===== src/rtl/lm_sm_expander_pkg.sv =====
// Shared definitions for the LM/SM expander: opcodes, bubble encoding,
// FSM state type and the micro-op builder.
package lm_sm_expander_pkg;

   localparam logic [3:0]  OP_LW  = 4'b0100;
   localparam logic [3:0]  OP_SW  = 4'b0101;
   localparam logic [3:0]  OP_LM  = 4'b0110;
   localparam logic [3:0]  OP_SM  = 4'b0111;
   localparam logic [15:0] NOP_IR = 16'hF000;

   typedef enum logic {IDLE, EXPAND} state_t;

   // Single-register LW/SW whose offset equals the register number, so
   // memory word i pairs with register i.
   function automatic logic [15:0] micro_op(input logic       is_sm,
                                            input logic [2:0] rt,
                                            input logic [2:0] base);
      micro_op = {(is_sm ? OP_SW : OP_LW), rt, base, 3'b000, rt};
   endfunction

endpackage


===== src/rtl/lm_sm_expander_lsb_priority_enc8.sv =====
// Lowest-set-bit priority encoder for an 8-bit register mask.
module lsb_priority_enc8 (
   input  logic [7:0] mask,
   output logic [2:0] idx,
   output logic       none
);

   // Scan from the top down so the lowest set bit is the last one written.
   always_comb begin
      idx  = 3'd0;
      none = 1'b1;
      for (int i = 7; i >= 0; i--) begin
         if (mask[i]) begin
            idx  = 3'(i);
            none = 1'b0;
         end
      end
   end

endmodule


===== src/rtl/lm_sm_expander.sv =====
// Pipe-2 register stage that expands LM/SM into single-register LW/SW
// micro-ops and holds fetch while an expansion is in progress.
// Optional build macro: LMSM_DEFER_BASE_EN -- an LM that loads its own base
// register issues that load last so every address uses the original base.
module lm_sm_expander #(
   parameter logic [15:0] NOP_IR = 16'hF000
) (
   input  logic        clk,
   input  logic        reset,
   input  logic [15:0] IRIn,
   input  logic [15:0] PCIn,
   input  logic [15:0] incPCIn,
   input  logic        stall,
   input  logic        flush,
   output logic [15:0] pr2_IR,
   output logic [15:0] pr2_PC,
   output logic [15:0] pr2_incPC,
   output logic        pr2_valid,
   output logic        PCWrite
);

   import lm_sm_expander_pkg::*;

   state_t      state, state_nxt;
   logic [7:0]  rem_mask, rem_mask_nxt;
   logic [2:0]  base_r, base_nxt;
   logic        is_sm_r, is_sm_nxt;
   logic        defer_r, defer_nxt;
   logic [15:0] pc_lat, pc_lat_nxt, inc_lat, inc_lat_nxt;
   logic [15:0] ir_nxt, pc_nxt, inc_nxt;
   logic        valid_nxt;

   logic        in_lmsm, in_sm;
   logic [2:0]  in_base;
   logic [7:0]  in_mask, first_mask;
   logic        first_defer;
   logic [7:0]  enc_in, cleared;
   logic [2:0]  enc_idx;
   logic        enc_none, last_op, pending;
   logic        unused_ir8;

   assign in_sm      = (IRIn[15:12] == OP_SM);
   assign in_lmsm    = (IRIn[15:12] == OP_LM) || in_sm;
   assign in_base    = IRIn[11:9];
   assign in_mask    = IRIn[7:0];
   assign unused_ir8 = IRIn[8];

   // Mask handled up front; with deferral the LM base load is set aside.
   always_comb begin
      first_mask  = in_mask;
      first_defer = 1'b0;
`ifdef LMSM_DEFER_BASE_EN
      if (!in_sm) begin
         first_mask  = in_mask & ~(8'd1 << in_base);
         first_defer = in_mask[in_base];
      end
`endif
   end

   assign enc_in = (state == EXPAND) ? rem_mask : first_mask;

   lsb_priority_enc8 u_enc (
      .mask (enc_in),
      .idx  (enc_idx),
      .none (enc_none)
   );

   assign cleared = enc_in & ~(8'd1 << enc_idx);
   assign last_op = enc_none ? 1'b1 : ((cleared == 8'd0) && !defer_r);
   assign pending = (state == EXPAND) && !last_op;
   // Fetch is released on the edge that issues the final micro-op.
   assign PCWrite = flush || (!stall && !pending);

   // Next-state and next-output selection; defaults hold everything.
   always_comb begin
      state_nxt    = state;
      rem_mask_nxt = rem_mask;
      base_nxt     = base_r;
      is_sm_nxt    = is_sm_r;
      defer_nxt    = defer_r;
      pc_lat_nxt   = pc_lat;
      inc_lat_nxt  = inc_lat;
      ir_nxt       = pr2_IR;
      pc_nxt       = pr2_PC;
      inc_nxt      = pr2_incPC;
      valid_nxt    = pr2_valid;
      if (flush) begin
         ir_nxt       = NOP_IR;
         valid_nxt    = 1'b0;
         state_nxt    = IDLE;
         rem_mask_nxt = 8'd0;
         defer_nxt    = 1'b0;
      end else if (!stall) begin
         case (state)
            IDLE: begin
               pc_nxt  = PCIn;
               inc_nxt = incPCIn;
               if (!in_lmsm) begin
                  ir_nxt    = IRIn;
                  valid_nxt = 1'b1;
               end else begin
                  base_nxt    = in_base;
                  is_sm_nxt   = in_sm;
                  pc_lat_nxt  = PCIn;
                  inc_lat_nxt = incPCIn;
                  if (enc_none && !first_defer) begin
                     ir_nxt    = NOP_IR;
                     valid_nxt = 1'b0;
                  end else if (!enc_none) begin
                     ir_nxt       = micro_op(in_sm, enc_idx, in_base);
                     valid_nxt    = 1'b1;
                     rem_mask_nxt = cleared;
                     defer_nxt    = first_defer;
                     state_nxt    = ((cleared != 8'd0) || first_defer) ? EXPAND : IDLE;
                  end else begin
                     ir_nxt       = micro_op(in_sm, in_base, in_base);
                     valid_nxt    = 1'b1;
                     rem_mask_nxt = 8'd0;
                     defer_nxt    = 1'b0;
                  end
               end
            end
            EXPAND: begin
               pc_nxt    = pc_lat;
               inc_nxt   = inc_lat;
               valid_nxt = 1'b1;
               if (!enc_none) begin
                  ir_nxt       = micro_op(is_sm_r, enc_idx, base_r);
                  rem_mask_nxt = cleared;
               end else begin
                  ir_nxt    = micro_op(is_sm_r, base_r, base_r);
                  defer_nxt = 1'b0;
               end
               state_nxt = last_op ? IDLE : EXPAND;
            end
            default: state_nxt = IDLE;
         endcase
      end
   end

   // pipe-2 register and expansion control state
   always_ff @(posedge clk) begin
      if (reset) begin
         state     <= IDLE;
         rem_mask  <= 8'd0;
         defer_r   <= 1'b0;
         pr2_IR    <= NOP_IR;
         pr2_PC    <= 16'd0;
         pr2_incPC <= 16'd0;
         pr2_valid <= 1'b0;
      end else begin
         state     <= state_nxt;
         rem_mask  <= rem_mask_nxt;
         defer_r   <= defer_nxt;
         pr2_IR    <= ir_nxt;
         pr2_PC    <= pc_nxt;
         pr2_incPC <= inc_nxt;
         pr2_valid <= valid_nxt;
      end
   end

   // Latched LM/SM fields; only read while EXPAND, so no reset needed.
   always_ff @(posedge clk) begin
      base_r  <= base_nxt;
      is_sm_r <= is_sm_nxt;
      pc_lat  <= pc_lat_nxt;
      inc_lat <= inc_lat_nxt;
   end

endmodule


===== config.mk =====
export PLATFORM = sky130hd
export DESIGN_NAME = lm_sm_expander
export DESIGN_NICKNAME = d
export VERILOG_FILES = /design/src/rtl/lm_sm_expander_pkg.sv /design/src/rtl/lm_sm_expander_lsb_priority_enc8.sv /design/src/rtl/lm_sm_expander.sv
export SDC_FILE = /design/constraint.sdc
export NUM_CORES = 1
export LEC_CHECK = 0
export ABC_AREA = 1
export CAP_MARGIN = 10
export CORE_MARGIN = 2
export CORE_UTILIZATION = 49
export DETAILED_ROUTE_END_ITERATION = 7
export GPL_TIMING_DRIVEN = 0
export HOLD_SLACK_MARGIN = 0.02
export PLACE_DENSITY = 0.91
export SLEW_MARGIN = 30
export SYNTH_ARGS = -nofsm -noshare
export SYNTH_HDL_FRONTEND = slang
export SYNTH_SLANG_ARGS = --single-unit

===== constraint.sdc =====
create_clock -name clk -period 3.48 [get_ports clk]
set_input_delay 0.348 -clock clk [delete_from_list [all_inputs] [get_ports clk]]
set_output_delay 0.348 -clock clk [all_outputs]
set_load 0.005 [all_outputs]

Word level (Yosys, flattened, before mapping). Cells that the tools add are included.

Reduce and logical (&&, ||, !) cells: 16. Shifts and indexed selects: 1. Bitwise operators: 5. Muxes and demuxes: 41. Equal/unequal tests: 5.

Operators with widths (number): 16-bit case mux with 2 select lines (3); 16-bit two-way mux (2); 3-bit two-way mux (8); 8-bit two-way mux (3); 1-bit two-way mux (20); 8-bit case mux with 2 select lines (1); 12-bit two-way mux (1); 8-bit bitwise AND (1); 4-bit by 3-bit equality test with 1-bit output, second input constant (2); 8-bit logical NOT (1); 8-bit inverter (1); 4-bit AND reduction (2); 8-bit nonzero test (1); 1-bit by 3-bit << shifter with 8-bit output, first input constant (1); 1-bit case mux with 2 select lines (3); 1-bit logical NOT (4); 2-bit inequality test, second input constant (2); 2-bit AND reduction (2); 1-bit logical AND (3); 1-bit inverter (3); 1-bit logical OR (2); 2-bit by 1-bit inequality test with 1-bit output, second input constant (1); 2-bit OR reduction (1).

Output and inout bits: 50. Bits of input ports: 52. Logic and storage cells: 79. Flip-flop bits (word level): 95.

Logic depth before layout (Yosys ltp). Gate-level depths: netlist of the first run.

Depth after elaboration: 20. Gate-level depth with buffers: 16. Mapped depth without buffers: 15.

By module. A second synthesis of the first run with hierarchy kept.

Cell total of the unflattened synthesis: 479. Area total of the unflattened synthesis: 3967.6 um2.

By module, submodules not included: lm_sm_expander (cells each 458, area each 3866.2 um2, times used 1, sequential area each 2242.2 um2); lsb_priority_enc8 (cells each 21, area each 101.3 um2, times used 1, sequential area each 0.0 um2).

Worst setup path after synthesis of the first run. OpenSTA, ideal clock, no wires.

Kind: reg2reg. Start: register state. End: register base_r[0], enable pin. Library setup time: 0.429 ns. Period minus slack after synthesis: 2.976 ns. Slack: 0.504 ns. Stages on the path, launching flop included: 8. Arrival time: 2.547 ns. Cell sequence: dfxtp_1 -> buf_6 -> buf_6 -> nor2_4 -> inv_1 -> nor2_1 -> inv_1 -> nor2_1.

Word-level cells in the longest chain between the ends: 2.

Ends and longest elaborated chain: from (decl) (RTL line lm_sm_expander.sv:24) `state_t state, state_nxt;`; from (signal assigned) (RTL line lm_sm_expander.sv:152) `state <= state_nxt;`; 1-bit inverter; 4-bit AND reduction (no source line); to (signal assigned) (RTL line lm_sm_expander.sv:164) `base_r <= base_nxt;`; to (decl) (RTL line lm_sm_expander.sv:26) `logic [2:0] base_r, base_nxt;`.

No other way between the ends. A chain may end at the register's enable or synchronous reset.

Worst setup path after layout of the first run.
Start: register state. End: output port PCWrite.

Word-level cells in the longest chain between the ends: 20. Elaborated cells on any way between the ends: 28. Those cells by class: shift (1); mux (18); bitwise (2); reduce/logical (7).

Ends and longest elaborated chain: 8-bit two-way mux (RTL line lm_sm_expander.sv:60) `assign enc_in = (state == EXPAND) ? rem_mask : first_mask;`; 3-bit two-way mux (8 in a row) (RTL line lm_sm_expander_lsb_priority_enc8.sv:13) `if (mask[i]) begin`; 1-bit by 3-bit << shifter with 8-bit output (RTL line lm_sm_expander.sv:68) `assign cleared = enc_in & ~(8'd1 << enc_idx);`; 8-bit inverter (RTL line lm_sm_expander.sv:68); 8-bit bitwise AND (RTL line lm_sm_expander.sv:68); 8-bit logical NOT (RTL line lm_sm_expander.sv:69) `assign last_op = enc_none ? 1'b1 : ((cleared == 8'd0) && !defer_r);`; 1-bit logical AND (RTL line lm_sm_expander.sv:69); 1-bit two-way mux (RTL line lm_sm_expander.sv:69); 1-bit logical NOT (RTL line lm_sm_expander.sv:70) `assign pending = (state == EXPAND) && !last_op;`; 1-bit logical AND * (RTL line lm_sm_expander.sv:70); 1-bit logical NOT * (RTL line lm_sm_expander.sv:72) `assign PCWrite = flush || (!stall && !pending);`; 1-bit logical AND * (RTL line lm_sm_expander.sv:72); 1-bit logical OR * (RTL line lm_sm_expander.sv:72); to (decl) (RTL line lm_sm_expander.sv:19) `output logic PCWrite`.

Mark *: on every way between the ends. The rest lies on a longest branch, timed or not.

==> results by group, run 1 <==
Floorplan
  – Number of top-level pins: approximately 100
  – Chip Height: 94.2 um
  – Site Rows: 32
  – Die width: approximately 94 um
  – Full die area: 0.00887 sq mm
  – Core Area: a little under 0.008 sq mm
  – Initial Util: 0.510

Logic synthesis
  – Share of Yosys cell area claimed by the top area cell type: 0.292
  – Cell area after synthesis: 0.00398 sq mm
  – Sequential share of the synthesized area: 0.563
  – Cell count after synthesis: about 460
  – Synth async-reset ratio: 0
  – Top cells by area, synth: dfxtp_1 (29%), edfxtp_1 (27%), nand2_1 (14%)
  – Synth Register Bits: 94
  – Synth top cells by count: nand2_1 (147), dfxtp_1 (58), o21ai_0 (45)
  – Primary FF master, synth: dfxtp_1
  – Post-synth top area cell: dfxtp_1
  – Most frequent cell after synthesis: nand2_1
  – Synthesized area per cell: roughly 8.7 sq um
  – Synth Net Count: 511
  – Synth warn: 0
  – Number of synthesized flops with an enable pin: 36
  – Synth unique cells: 29

Clock tree
  – Clk Latency, worst-skew pair: between 0.3 and 0.4 ns
  – Clock Tree Buf Depth: 2
  – Post-CTS Setup Inserts: 0
  – Clk root buf: clkbuf_8
  – Post-CTS sizing: 0
  – Clock sink total: 94
  – Total CTS buffers: 9
  – H-tree Lvls: 3
  – CTS tree: done
  – Hold buffers post-CTS: 0
  – Clock slew at the register clock pins of the worst setup and hold paths: around 0.09 ns

Timing
  – Final period utilization: 0.816
  – RSZ-0062 raised after global routing: false
  – Final hold vios: 0
  – Fin. max-slew vios: 0
  – Setup slack after layout: roughly 0.64 ns
  – Worst-Margin Slew: just over 0.7 ns
  – Final setup viols: 0
  – Crit path time final: ~2.8 ns
  – Max Fclk: 352 MHz
  – Clock skew: roughly 0.011 ns
  – Max-slew headroom: 0.519

Worst setup path
  – Critical path endpoint category: output pin
  – Crit path required time: about 3.1 ns
  – Crit path kind: flip-flop to output pin
  – Startpoint Class: flip-flop
  – CP arrival: between 2 and 2.5 ns
  – Worst Path Max Fanout: 10

Placed design
  – Placed cells: about 660
  – I/O Buffers: 101
  – Dpl hpwl: between 7000 and 8000 um
  – GPL Wtd Cong: 0.926
  – Cell Area, Placed: between 0.005 and 0.006 sq mm
  – Post-Place Setup Slack: 0.708 ns

Route
  – WL final: around 11000 um
  – WL per Instance: 15.5 um
  – Initial DRT Pass Iterations: 5
  – DRC viols: 0
  – Vias: ~3700
  – DRT iter0 DRCs: between 300 and 400
  – Via density: around 5.5
  – Routed Antenna Nets: 0

Layout
  – Final Non-Filler Cells: between 600 and 700
  – P&R area growth vs syn: 34.5%
  – Non-Filler Cell Area, Final: 0.00536 sq mm
  – Nets@finish: ~620
  – Layout cell share with drive strength beyond 1: 0.0797
  – N_diodes: 0
  – Filler cell count: roughly 620

Pwr
  – Maximum vdd drop: about 0.25 mV
  – Static leakage: between 2 and 2.5 nW
  – Power Dens Cells: 423 mW/mm^2

Global routing
  – Antenna violations before repair: 0
  – Total track usage: 0.248
  – Largest net degree at the start of global routing: 24
  – Vias in the first global route: 3672
  – Global route overflow: 0
  – Global-route wire length before repair: ~17000 um

Run
  – Max Cap Viol: 0

Outcome
  – Status: finished, final reports clean

Min path
  – Min-delay worst type: flip-flop to flip-flop
-- layout make-up --
class	count	area (sq um)	share of cell area
Sequential cell	94	2240	0.418
Multi-Input combinational cell	303	1460	0.273
Timing Repair Buffer	102	1030	0.191
Buffer	25	145	0.0271
Inverter	37	139	0.0259
Clock buffer	10	138	0.0257
Tap cell	102	128	0.0238
Clock inverter	6	76.3	0.0142
-- worst max-delay path, cell delays in order, from the launching register on --
cell and delay [ns]:
dfxtp_1 0.33, inv_2 0.07, buf_6 0.14, nand2_1 0.05, nand2_1 0.14, nand2_1 0.11
nor2_4 0.15, nand2_1 0.09, a31oi_1 0.23, nor2_1 0.09, nand2_1 0.09, nand2_1 0.08
nand2_1 0.07, nand2_1 0.05, clkdlybuf4s50_1 0.43
-- kinds of logic (layout without fill, tap and decap cells) --
group           count (synthesis)  after routing  synth area share
flops                          94             94             0.563
simple gates                  194            194             0.204
buf+inv                        62            180            0.0713
compound gates                109            109             0.161
-- final timing paths --
path,slack [ns],from,to,cells past startpoint
worst max-delay path,0.64,state,PCWrite,14
worst min-delay path,0.48,pr2_valid,pr2_valid,2
worst max register to register,1.09,state,pc_lat[1],8
worst min register to register,0.48,pr2_valid,pr2_valid,2
-- power by group --
part           switching, W  internal [W]  leakage (nW)
combinational      0.000141      0.000152          1.19
clock              0.000404      0.000365         0.109
sequential        0.0000199       0.00118         0.799
-- registers in the layout, summed over array words and instances, names as in the netlist --
register	cells
pr2_incPC	16
rem_mask	8
pr2_PC	16
is_sm_r	1
pc_lat	16
pr2_valid	1
state	1
inc_lat	16
pr2_IR	16
base_r	3
-- metrics by stage --
stage	util	hold slack (ns)	setup TNS (ns)	power, W
2_1_floorplan	-	0.444	0	0.00135
3_3_place_gp	0.656	0.460	-27.56	0.00150
3_5_place_dp	0.659	0.462	0	0.00152
4_1_cts	0.686	0.477	0	0.00227
5_1_grt	0.686	0.492	0	0.00234
6_report	0.686	0.481	0	0.00226
-- cells in the final DEF, fill, tap and decap left out, types with 3 or more instances in the layout --
cell / n
nand2_1: 147
clkdlybuf4s50_1: 101
dfxtp_1: 58
o21ai_0: 45
a31oi_1: 36
edfxtp_1: 36
inv_1: 33
nor2_1: 22
clkbuf_1: 16
a21oi_1: 12
nand3_1: 10
clkbuf_8: 10
nor2_4: 5
buf_6: 4
o22ai_1: 4
inv_2: 3
o21ai_1: 3
nand2_2: 3
a211oi_2: 3
-- per-layer routing --
| metal | wire length, um | GRT usage | vias up |
|---|---|---|---|
| met5 | 0 | 0 | - |
| met4 | 307 | 0.115 | 0 |
| met3 | 750 | 0.0401 | 26 |
| met2 | 5230 | 0.426 | 185 |
| met1 | 4240 | 0.304 | 1718 |
| li1 | - | - | 1775 |
No activity file was read; power rests on OpenSTA's default activity.
==> run 2: changes to the inputs <==
- clock period: 3.48 -> 2.66 ns (I/O delays scaled with it)
==> run 2 against run 1 <==
Against the previous run: routed wire length increased by 7.4%; register-to-register slack lost 1.1 ns; hold slack worse by 0.0065 ns; sequential power is 31% higher; non-clock buffer count up 21; count of clock-buffer cells in the layout is 1 lower; highest routed layer unchanged.
==> results by group, run 2 (synthesis results as in run 1) <==
Outcome
  – Status: finished, final reports clean

Worst setup path
  – Critical-path top delay cell: dfxtp_4
  – Critical path endpoint category: output pin
  – Worst R2R Path Depth: 20 (+12)
  – CP cell instances: inv_4 -> buf_2 -> nand2_1 -> nand2_2 -> nand2_1 -> nor2_4 -> nand2_2 -> a31oi_4 -> nor2_2 -> nand2_1 -> nand2_1 -> nand2_1 -> nand2_1 -> dlygate4sd2_1
  – CP max stage delay: 0.37 ns (-0.06 ns)
  – CP arrival: 2.36 ns (-0.13 ns)
  – Crit path required time: 2.39 ns (-0.74 ns)
  – CP most frequent cell: nand2_1
  – Startpoint Class: flip-flop
  – Reg-to-reg slack, setup: 0.04 ns (-1.05 ns)
  – Crit path kind: flip-flop to output pin
  – Critical R2R Capture: rem_mask[5]
  – R2R Path Start: state
  – Worst Path Max Fanout: 5 (-5)

Route
  – DRT iter0 DRCs: 344 (+3.3%)
  – Via density: 5.51 (+0.95%)
  – WL final: 11300 um (+7.4%)
  – WL per Instance: 16.1 um (+4.1%)
  – DRC viols: 0 (unchanged)
  – Initial DRT Pass Iterations: 6 (+1)
  – Vias: 3855 (+4.1%)
  – Routed Antenna Nets: 0 (unchanged)

Clock tree
  – Clock sink total: 94 (unchanged)
  – Clk Latency, worst-skew pair: 0.36 ns (about the same)
  – Clock slew at the register clock pins of the worst setup and hold paths: 0.10 ns (about the same)
  – Clock Tree Buf Depth: 2 (unchanged)
  – Clk root buf: clkbuf_8
  – Total CTS buffers: 9 (unchanged)
  – CTS tree: done
  – H-tree Lvls: 3 (unchanged)

Placed design
  – Placed cells: 663 (unchanged)
  – Dpl hpwl: 7590 um (-1.7%)
  – I/O Buffers: 101 (unchanged)
  – GPL Wtd Cong: 0.960 (+3.6%)

Layout
  – Nets@finish: 645 (+3.4%)
  – Final Non-Filler Cells: 700 (+3.1%)
  – P&R area growth vs syn: 40.1%
  – Most frequent cells in the layout: nand2_1 (137), clkdlybuf4s50_1 (100), dfxtp_1 (57)
  – Layout cell share with drive strength beyond 1: 0.140 (+0.0607)
  – Most common cell after layout, fill and taps aside: nand2_1
  – N_diodes: 0 (unchanged)
  – Post-layout util: 0.715 (+0.0285)
  – Filler cell count: 587 (-5.0%)

Global routing
  – Antenna violations before repair: 0 (unchanged)
  – Global-route wire length before repair: 17200 um (+0.85%)
  – Global route overflow: 0 (unchanged)
  – Largest net degree at the start of global routing: 22 (-8.3%)
  – Total track usage: 0.248 (about the same)
  – Vias in the first global route: 3604 (-1.9%)

Timing
  – Final hold vios: 0 (unchanged)
  – Worst-Margin Slew: 0.676 ns (-0.0448 ns)
  – Max-slew headroom: 0.548 (+0.0293)
  – Fin. max-slew vios: 0 (unchanged)
  – Clock skew: 0.00968 ns (-0.00123 ns)
  – Crit path time final: between 2 and 3 ns
  – Max Fclk: about 380 MHz
  – Hold_ws: 0.475 ns (-0.00652 ns)
  – Final setup viols: 0 (unchanged)
  – Final period utilization: 0.988

Pwr
  – Power Dens Cells: 516 mW/mm^2 (+22%)
  – Clock power frac: 0.313 (-0.027)
  – Static leakage: 2.20 nW (+4.5%)
  – Sw frac: 0.265 (+0.0153)
  – Total power: 0.00288 W (+27%)
  – Internal: 0.00212 W (+25%)
  – Psw: 0.000763 W (+35%)
  – Gate power share: 0.142 (+0.013)
  – Maximum vdd drop: 0.290 mV (+16%)
  – Reg power frac: 0.545 (+0.014)

Floorplan
  – Core Area: 0.00781 sq mm (unchanged)
  – Full die area: 0.00887 sq mm (unchanged)
  – Initial Util: 0.510 (unchanged)
  – Number of top-level pins: 102 (unchanged)
  – Site Rows: 32 (unchanged)
  – Die width: 94.2 um (unchanged)
  – Chip Height: 94.2 um (unchanged)

Run
  – Max Cap Viol: 0 (unchanged)

Min path
  – Hold depth: 2 (unchanged)
  – Worst hold start: pr2_IR[3]
  – Hold path endpoint: pr2_IR[3]
  – Min-delay worst type: flip-flop to flip-flop
## run 2: repair_timing
action | CTS | global route
resized for setup | 2 | 21
gates cloned | 0 | 3
buffers inserted | 12 | 6
pin swaps | 5 | 10
hold buffers | 0 | 0
setup endpoints to repair | 1 | 2
## run 2: worst max-delay path by stage
stage          slack (ns)     endpoint  startpoint  cells after the start
2_1_floorplan        0.28    base_r[0]       state                      7
6_report             0.03      PCWrite       state                     14
4_1_cts              0.06  rem_mask[5]       state                     19
3_5_place_dp         0.02  inc_lat[14]    IRIn[13]                      6
5_1_grt             -0.03      PCWrite       state                     14
3_3_place_gp        -0.74    pc_lat[0]    IRIn[13]                      5
## run 2: per-layer routing
metal,track usage,vias to the layer above,wire length [um]
met5,0,-,0
met4,0.0918,0,300
met3,0.0498,39,902
met2,0.418,210,5610
met1,0.314,1788,4490
li1,-,1818,-
## run 2: worst max-delay path, delay by kind of cell, from the launching register on
family                 cells  cell delay, ns
AO/OA/AOI/OAI              1            0.24
AND/OR/NAND/NOR           10            0.90
flip-flops                 1            0.37
buffers and inverters      3            0.48
## run 2: final cells by class
cell class / instances / area, sq um / area share
Buffer: 25 / 154 / 0.0276
Clock buffer: 9 / 124 / 0.0222
Clock inverter: 7 / 61.3 / 0.0110
Inverter: 37 / 141 / 0.0253
Multi-Input combinational cell: 303 / 1520 / 0.272
Sequential cell: 94 / 2250 / 0.402
Tap cell: 102 / 128 / 0.0229
Timing Repair Buffer: 123 / 1210 / 0.216
## run 2: power groups by stage
| stage | clock (W) | combinational, W | sequential (W) |
|---|---|---|---|
| after floorplan | 0 | 0.000155 | 0.00161 |
| after detailed placement | 0 | 0.000380 | 0.00160 |
| final | 0.000902 | 0.000408 | 0.00157 |
| after global routing | 0.000979 | 0.000441 | 0.00158 |
| after CTS | 0.000915 | 0.000388 | 0.00157 |
| after global placement | 0 | 0.000368 | 0.00160 |
## run 2: through the flow
step / cell area, sq um / worst slack [ns] / TNS, ns
floorplan: 3990 / 0.278 / 0
global placement: 5120 / -0.745 / -26.74
detailed placement: 5160 / 0.0184 / 0
CTS: 5430 / 0.0554 / 0
global route: 5580 / -0.0259 / -0.0403
finish: 5580 / 0.0309 / 0
==> run 3: changes to the inputs <==
- ABC_CLOCK_PERIOD_IN_PS: not set -> 2660
- RECOVER_POWER: not set -> 25
==> run 3 against run 2 <==
Against the previous run: routed wire length shrank 0.77%; via count shrank 0.13%; non-clock buffer count is the same; core utilization is the same; clock skew is essentially flat; combinational power shrank 3%; die area is the same; first-iteration DRC count grew 5.2%; clock power is essentially flat; setup slack gained 0.020 ns; global-route usage is the same.
==> results by group, run 3 (synthesis results as in run 1) <==
Clock tree
  – Clock sink total: 94 (unchanged)
  – H-tree Lvls: 3 (unchanged)
  – Hold buffers post-CTS: 0 (unchanged)
  – CTS tree: done
  – Total CTS buffers: 9 (unchanged)
  – Clk root buf: clkbuf_8
  – Clock slew at the register clock pins of the worst setup and hold paths: 0.09 ns (about the same)
  – Clk Latency, worst-skew pair: 0.36 ns (about the same)
  – Clock Tree Buf Depth: 2 (unchanged)

Worst setup path
  – Crit path required time: 2.91 ns (+0.52 ns)
  – CP startpoint: state
  – R2R Path Start: state
  – Startpoint Class: flip-flop
  – CP most frequent cell: buf_4
  – CP max stage delay: 0.38 ns (about the same)
  – Crit path kind: flip-flop to flip-flop
  – Worst Path Max Fanout: 5 (unchanged)
  – CP arrival: 2.86 ns (+0.50 ns)
  – Reg-to-reg slack, setup: 0.05 ns (about the same)
  – Critical path endpoint category: flip-flop
  – Critical-path top delay cell: dfxtp_4
  – Worst R2R Path Depth: 20 (unchanged)
  – CP cell instances: inv_4 -> buf_6 -> buf_12 -> nand2_4 -> nand2_4 -> nor2_4 -> nand3_2 -> buf_4 -> buf_4 -> buf_4 -> buf_4 -> buf_4 -> buf_4 -> buf_4 -> buf_4 -> buf_4 -> buf_4 -> buf_4 -> a21oi_2 -> nor2_1
  – Critical R2R Capture: rem_mask[5]

Layout
  – Most common cell after layout, fill and taps aside: nand2_1
  – Filler cell count: 587 (unchanged)
  – N_diodes: 0 (unchanged)
  – Nets@finish: 645 (unchanged)
  – P&R area growth vs syn: 40.1% (unchanged)
  – Most frequent cells in the layout: nand2_1 (137), dfxtp_1 (57), clkdlybuf4s50_1 (56)
  – Layout cell share with drive strength beyond 1: 0.140 (unchanged)
  – Final Non-Filler Cells: 700 (unchanged)

Global routing
  – Antenna violations before repair: 0 (unchanged)
  – Global-route wire length before repair: 17200 um (unchanged)
  – Global route overflow: 0 (unchanged)
  – Largest net degree at the start of global routing: 22 (unchanged)
  – Vias in the first global route: 3604 (unchanged)
  – Total track usage: 0.248 (unchanged)

Timing
  – Worst-Margin Slew: 0.701 ns (+0.0257 ns)
  – Final period utilization: 0.981 (-0.00750)
  – Clock skew: 0.00956 ns (-0.000126 ns)
  – Max Fclk: 383 MHz (+0.77%)
  – Crit path time final: 2.61 ns (-0.0200 ns)
  – Final hold vios: 0 (unchanged)
  – Setup slack after layout: 0.0509 ns (+0.0200 ns)
  – Fin. max-slew vios: 0 (unchanged)
  – Max-slew headroom: 0.531 (-0.0172)
  – Final setup viols: 0 (unchanged)

Route
  – Initial DRT Pass Iterations: 5 (-1)
  – Via density: 5.50 (-0.13%)
  – DRT iter0 DRCs: 362 (+5.2%)
  – Vias: 3850 (-0.13%)
  – WL per Instance: 16.0 um (-0.77%)
  – DRC viols: 0 (unchanged)
  – WL final: 11200 um (-0.77%)
  – Routed Antenna Nets: 0 (unchanged)

Min path
  – Worst hold start: pr2_IR[3]
  – Min-delay worst type: flip-flop to flip-flop
  – Hold depth: 2 (unchanged)
  – Hold path endpoint: pr2_IR[3]

Floorplan
  – Die width: 94.2 um (unchanged)
  – Core Area: 0.00781 sq mm (unchanged)
  – Number of top-level pins: 102 (unchanged)
  – Site Rows: 32 (unchanged)
  – Chip Height: 94.2 um (unchanged)
  – Initial Util: 0.510 (unchanged)
  – Full die area: 0.00887 sq mm (unchanged)

Placed design
  – Dpl hpwl: 7590 um (unchanged)
  – Post-Place Setup Slack: 0.0184 ns (unchanged)
  – GPL Wtd Cong: 0.960 (unchanged)
  – Placed cells: 663 (unchanged)
  – I/O Buffers: 101 (unchanged)

Outcome
  – Status: finished, final reports clean

Pwr
  – Static leakage: 2.23 nW (+1.5%)
  – Power Dens Cells: 514 mW/mm^2 (-0.56%)
  – Maximum vdd drop: 0.288 mV (-0.99%)

Run
  – Max Cap Viol: 0 (unchanged)
-- run 3: timing repair --
| item | 4_1_cts | 5_1_grt |
|---|---|---|
| endpoints found under the setup margin | 1 | 2 |
| cloned | 0 | 3 |
| pin swaps | 5 | 10 |
| setup buffers | 12 | 6 |
| resized for setup | 2 | 21 |
-- run 3: critical path: cells and delay by family, from the launching register on --
kind,cells,cell delay (ns)
AOI/OAI and AO/OA,1,0.11
DFF,1,0.38
buffers and inverters,14,1.65
and+or+nand+nor,5,0.38
-- run 3: per-layer routing --
metal  track usage  vias to the layer above  share of wire
met5             0                        -              0
met4        0.0918                        0          0.028
met3        0.0498                       37          0.078
met2         0.418                      208           0.49
met1         0.314                     1787           0.40
li1              -                     1818              -
-- run 3: how the worst max path moves through the flow --
stage | end | slack [ns] | depth (start not counted)
2_1_floorplan | base_r[0] | 0.28 | 7
3_3_place_gp | pc_lat[0] | -0.74 | 5
3_5_place_dp | inc_lat[14] | 0.02 | 6
4_1_cts | rem_mask[5] | 0.06 | 19
5_1_grt | PCWrite | -0.03 | 14
6_report | rem_mask[5] | 0.05 | 20
-- run 3: area by class of cell --
class / instances / area, sq um / share of cell area
Sequential cell: 94 / 2250 / 0.402
Multi-Input combinational cell: 303 / 1520 / 0.272
Timing Repair Buffer: 123 / 1210 / 0.216
Buffer: 25 / 154 / 0.0276
Inverter: 37 / 141 / 0.0253
Tap cell: 102 / 128 / 0.0229
Clock buffer: 9 / 124 / 0.0222
Clock inverter: 7 / 61.3 / 0.0110
-- run 3: metrics by stage --
stage	cell area (sq um)	setup TNS, ns	hold slack, ns	power (W)	util
after floorplan	3990	0	0.365	0.00176	-
after global placement	5120	-26.74	0.454	0.00197	0.656
after detailed placement	5160	0	0.458	0.00198	0.660
after CTS	5430	0	0.472	0.00287	0.696
after global routing	5580	-0.0403	0.505	0.00298	0.715
final	5580	0	0.472	0.00287	0.715
-- run 3: power breakdown --
group / leakage [nW] / internal, W / total, W / switching, W
Combinational: 1.33 / 0.000199 / 0.000395 / 0.000196
Clock: 0.0945 / 0.000362 / 0.000899 / 0.000538
Sequential: 0.800 / 0.00155 / 0.00157 / 0.0000257
